File: src/rtl/bsg_print_stat_event_queue.sv
// Circular buffer of print_stat events (tag, timestamp, sequence number) drained
// by the host through a valid/yumi handshake, with drop accounting on overflow.
module bsg_print_stat_event_queue #(
  parameter int data_width_p     = 32,
  parameter int ctr_width_p      = 64,
  parameter int els_p            = 8,
  parameter int drop_ctr_width_p = 16,
  parameter int seq_width_p      = 16
) (
  input  logic                         clk_i,
  input  logic                         reset_i,
  input  logic                         en_i,
  input  logic                         clear_i,
  input  logic                         print_stat_v_i,
  input  logic [data_width_p-1:0]      print_stat_tag_i,
  input  logic [ctr_width_p-1:0]       global_ctr_i,
  output logic                         v_o,
  output logic [data_width_p-1:0]      tag_o,
  output logic [ctr_width_p-1:0]       ts_o,
  output logic [seq_width_p-1:0]       seq_o,
  input  logic                         yumi_i,
  output logic [$clog2(els_p+1)-1:0]   count_o,
  output logic [drop_ctr_width_p-1:0]  drop_count_o,
  output logic                         overflow_o
);

  localparam int ptr_width_lp   = $clog2(els_p);
  localparam int count_width_lp = $clog2(els_p+1);
  localparam logic [count_width_lp-1:0] full_count_lp = count_width_lp'(els_p);

  logic [data_width_p-1:0] tag_mem [els_p];
  logic [ctr_width_p-1:0]  ts_mem  [els_p];
  logic [seq_width_p-1:0]  seq_mem [els_p];

  logic [ptr_width_lp-1:0]     rd_ptr_reg, rd_ptr_next;
  logic [ptr_width_lp-1:0]     wr_ptr_reg, wr_ptr_next;
  logic [count_width_lp-1:0]   count_reg, count_next;
  logic [seq_width_p-1:0]      seq_reg, seq_next;
  logic [drop_ctr_width_p-1:0] drop_count_reg, drop_count_next;
  logic                        overflow_reg, overflow_next;

  logic event_v, full, deq, enq, drop;

  assign event_v = print_stat_v_i & en_i;
  assign full    = (count_reg == full_count_lp);
  assign v_o     = (count_reg != '0);
  assign deq     = yumi_i & v_o;
  // When full, only a same-cycle dequeue makes room for the incoming event.
  assign enq     = event_v & (full ? deq : 1'b1);
  assign drop    = event_v & full & ~deq;

  always_ff @(posedge clk_i) begin
    if (enq) begin
      tag_mem[wr_ptr_reg] <= print_stat_tag_i;
      ts_mem[wr_ptr_reg]  <= global_ctr_i;
      seq_mem[wr_ptr_reg] <= seq_reg;
    end
  end

  assign tag_o        = v_o ? tag_mem[rd_ptr_reg] : '0;
  assign ts_o         = v_o ? ts_mem[rd_ptr_reg]  : '0;
  assign seq_o        = v_o ? seq_mem[rd_ptr_reg] : '0;
  assign count_o      = count_reg;
  assign drop_count_o = drop_count_reg;
  assign overflow_o   = overflow_reg;

  always_comb begin
    rd_ptr_next     = deq ? rd_ptr_reg + ptr_width_lp'(1) : rd_ptr_reg;
    wr_ptr_next     = enq ? wr_ptr_reg + ptr_width_lp'(1) : wr_ptr_reg;
    seq_next        = enq ? seq_reg + seq_width_p'(1) : seq_reg;
    count_next      = count_reg;
    drop_count_next = drop_count_reg;
    overflow_next   = overflow_reg;
    if (enq & ~deq) begin
      count_next = count_reg + count_width_lp'(1);
    end else if (~enq & deq) begin
      count_next = count_reg - count_width_lp'(1);
    end
    // A clear in the same cycle as a drop takes priority.
    if (clear_i) begin
      drop_count_next = '0;
      overflow_next   = 1'b0;
    end else if (drop) begin
      overflow_next = 1'b1;
      if (drop_count_reg != '1) begin
        drop_count_next = drop_count_reg + drop_ctr_width_p'(1);
      end
    end
  end

  always_ff @(posedge clk_i or posedge reset_i) begin
    if (reset_i) begin
      rd_ptr_reg     <= '0;
      wr_ptr_reg     <= '0;
      count_reg      <= '0;
      seq_reg        <= '0;
      drop_count_reg <= '0;
      overflow_reg   <= 1'b0;
    end else begin
      rd_ptr_reg     <= rd_ptr_next;
      wr_ptr_reg     <= wr_ptr_next;
      count_reg      <= count_next;
      seq_reg        <= seq_next;
      drop_count_reg <= drop_count_next;
      overflow_reg   <= overflow_next;
    end
  end

endmodule

File: config.mk
export PLATFORM = sky130hd
export DESIGN_NAME = bsg_print_stat_event_queue
export DESIGN_NICKNAME = d
export VERILOG_FILES = /design/src/rtl/bsg_print_stat_event_queue.sv
export SDC_FILE = /design/constraint.sdc
export NUM_CORES = 1
export LEC_CHECK = 0
export CAP_MARGIN = 25
export CORE_MARGIN = 2
export CORE_UTILIZATION = 50
export CTS_CLUSTER_DIAMETER = 150
export CTS_CLUSTER_SIZE = 40
export DETAILED_ROUTE_END_ITERATION = 7
export GPL_TIMING_DRIVEN = 0
export PLACE_DENSITY_LB_ADDON = 0.2
export SLEW_MARGIN = 25
export SYNTH_ARGS = -nofsm -noshare
export SYNTH_HDL_FRONTEND = slang
export SYNTH_SLANG_ARGS = --single-unit
File: constraint.sdc
create_clock -name clk_i -period 10.35 [get_ports clk_i]
set_input_delay 1.035 -clock clk_i [delete_from_list [all_inputs] [get_ports clk_i]]
set_output_delay 1.035 -clock clk_i [all_outputs]
set_load 0.02 [all_outputs]
==> flow_summary.yaml <==
finish:
  largest_reg_flops: 512
  area_growth_pct: 16.3
  fin_cells: 2964
  drive_gt1_share_pct: 19.3
  final_cell_area_um2: 42000
  largestRegisters: "ts_mem: 512 flops, tag_mem: 256 flops, seq_mem: 128 flops"
  nets: 2100
  final_util_pct: 58.7
  top_register: "ts_mem"
setup_path:
  cpLargestDelayFamily: "buffers and inverters"
  slowest_stage: "nor4_4"
  arrival_ns: 3.96
  worstSetupPathType: "flop to output port"
  regToRegStartpoint: "count_o[0]$_DFFE_PP0P_"
  reg2reg_to: "count_o[3]$_DFFE_PP0P_"
  reg2reg_setup_slack_ns: 6.91
  ff2ff_path_depth: 10
  path_max_fanout: 10
  worstPathCellList: "nor4_4, clkbuf_2, clkbuf_1, nor2_1, clkdlybuf4s50_1"
  end_kind: "output port"
  startpoint_type: "flop"
  cp.required_ns: 9.32
  cpPeakStageDelay_ns: 0.71
  path_buf_inv: 3
synthesis:
  syn_inst: 1644
  syn-num-nets: 1754
  yosys_warnings: 0
  ys_async_sr_fraction_pct: 4.58
  netlist-cell-type-count: 45
  synth.avg_cell_area_um2: 22.0
  yosys_register_bits: 939
  synth_flop_cell: "edfxtp_1"
  seq_area_frac_synth_pct: 77.5
  synth_edf_count: 896
  synth_area_um2: 36100
timing:
  slew_viol_final: 0
  fin_crit_ns: 5.00
  setup_viol: 0
  fmax_mhz: 200
  tightestPinTransition_ns: 0.999
  fin_crit_sh_pct: 48.3
  slew_headroom_pct: 33.4
  hold_viol: 0
  grt_setup_unrepaired: "no"
  fin_skew_ns: 0.0285
  tns_ns: 0
min_path:
  hold_class: "flop to flop"
  whs_path_depth: 1
  min_to: "wr_ptr_reg[0]$_DFFE_PP0P_"
  min-delay-start: "wr_ptr_reg[0]$_DFFE_PP0P_"
drt:
  totalWireLength_mm: 77.3
  wl_per_cell_um: 26.1
  num_vias: 17300
  dr.pass1.iters: 5
  drt_iter0_markers: 1807
  drc: 0
  antenna_left: 0
  routed_via_density: 5.82
pwr:
  cellLeakagePower_nw: 13.5
  power_density_nw_per_um2: 251
  peakVddDrop_v: 0.000201
  finalPower_mw: 10.5
placement:
  post-place-cells: 2911
  dpl.hpwl_mm: 51.6
  io_buffers: 234
  place_area_um2: 41200
  gp_congestion: 0.773
cts:
  cts_hold_buf: 0
  clockRootBuffer: "clkbuf_16"
  clk_latency_ns: 0.63
  clock-sinks: 939
  cts_buffer_depth: 3
  h-tree-depth: 1
  post_cts_resize_count: 0
  cts_setup_buffers: 0
  cts_tree: "done"
  numCtsBuffers: 27
  path_clk_slew_ns: 0.14
grt:
  grtUsageTotal_pct: 20.7
  grt_pass1_wl_mm: 114
  first_global_vias: 18000
  antenna_found_initial: 10
  grt_overflow: 0
  grt_max_degree: 42
die:
  die_height_um: 273
  initial_core_util_pct: 50.5
  dieArea_um2: 74400
  coreArea_um2: 71500
  fp.dieW_um: 273
  num_rows: 98
  ioPinCount: 236
status:
  status: "finished, final reports clean"
run:
  drv_cap: 0
## worst max-delay path by stage
stage                           startpoint                       to  slack [ns]  cells past startpoint
finish              count_o[0]$_DFFE_PP0P_                 ts_o[11]        5.35                      5
global route        count_o[0]$_DFFE_PP0P_                 seq_o[4]        5.18                      5
CTS                 count_o[0]$_DFFE_PP0P_                 ts_o[11]        5.27                      5
detailed placement  count_o[0]$_DFFE_PP0P_                 ts_o[11]        6.00                      5
global placement                    yumi_i   ts_mem[1][4]$_DFFE_PP_       -8.59                      6
floorplan                   print_stat_v_i  seq_mem[1][0]$_DFFE_PP_        0.48                      5
## synth_stat cells (all sizes together) (8+ instances only)
master  number  share of area (%)
o31ai        8               0.17
nor2       122                1.3
clkbuf      30               0.31
dfrtp       43                3.0
mux4       224                 14
nor3        11               0.18
nand4       13               0.27
xor2         9               0.22
nand3       13               0.19
o21ai        8               0.11
xnor2       12               0.29
or4          8               0.17
nand2       18               0.19
mux2i      112                3.1
a21oi       17               0.24
edfxtp     896                 75
buf         50               0.64
## power by group
part | internal (mW) | switching [mW]
Sequential | 4.49 | 0.126
Combinational | 2.02 | 2.33
Clock | 0.512 | 1.04
Total | 7.02 | 3.49
## cell families (layout without fill, tap and decap cells)
group	Yosys count	after routing	share of synthesized area, %
flops	939	939	77.5
mux	340	340	17.2
simple gates	210	210	2.77
buf+inv	84	450	0.991
compound gates	42	42	0.721
xor+xnor	21	21	0.509
fa+ha+maj	8	8	0.298
other cells	0	4	0
## final cells by class
class / count / area (µm²)
Antenna cell: 4 / 10.0
Buffer: 80 / 344
Clock buffer: 48 / 754
Clock inverter: 1 / 30.0
Fill cell: 5102 / 29500
Inverter: 4 / 15.0
Multi-Input combinational cell: 621 / 7830
Sequential cell: 939 / 28000
Tap cell: 950 / 1190
Timing Repair Buffer: 317 / 3820
## metrics by stage
step	setup WS, ns	hold slack [ns]
after floorplan	0.483	0.480
after global placement	-8.59	0.498
after detailed placement	6.00	0.496
after CTS	5.27	0.533
after global routing	5.18	0.571
final	5.35	0.538
## layout by cell type (no fill, tap or decap), types with 28 or more instances in the layout
cell | Yosys | final
nor2_1 | 122 | 116
edfxtp_1 | 896 | 896
mux2i_1 | 112 | 112
mux4_2 | 224 | 224
buf_2 | 31 | 31
buf_16 | 0 | 34
dfrtp_1 | 43 | 43
buf_4 | 1 | 28
clkdlybuf4s50_1 | 0 | 234
clkbuf_1 | 30 | 50
## routing by layer
layer / vias up / global-route usage, % / part of all wire, %
met3: 71 / 3.09 / 5.6
met5: - / 0 / 0.088
met1: 9247 / 29.4 / 42
met2: 451 / 34.7 / 50
li1: 7483 / - / -
met4: 10 / 4.27 / 1.8
## worst register-to-register path, stage by stage (launching register included)
cell and delay [ns]:
dfrtp_1 0.53, nor4_4 0.71, inv_1 0.19, nand2_1 0.19
ha_1 0.21, inv_1 0.12, ha_1 0.28, a21o_1 0.21
a2111oi_0 0.48, a31oi_1 0.08, a221o_1 0.34
No activity file was read; power rests on OpenSTA's default activity.
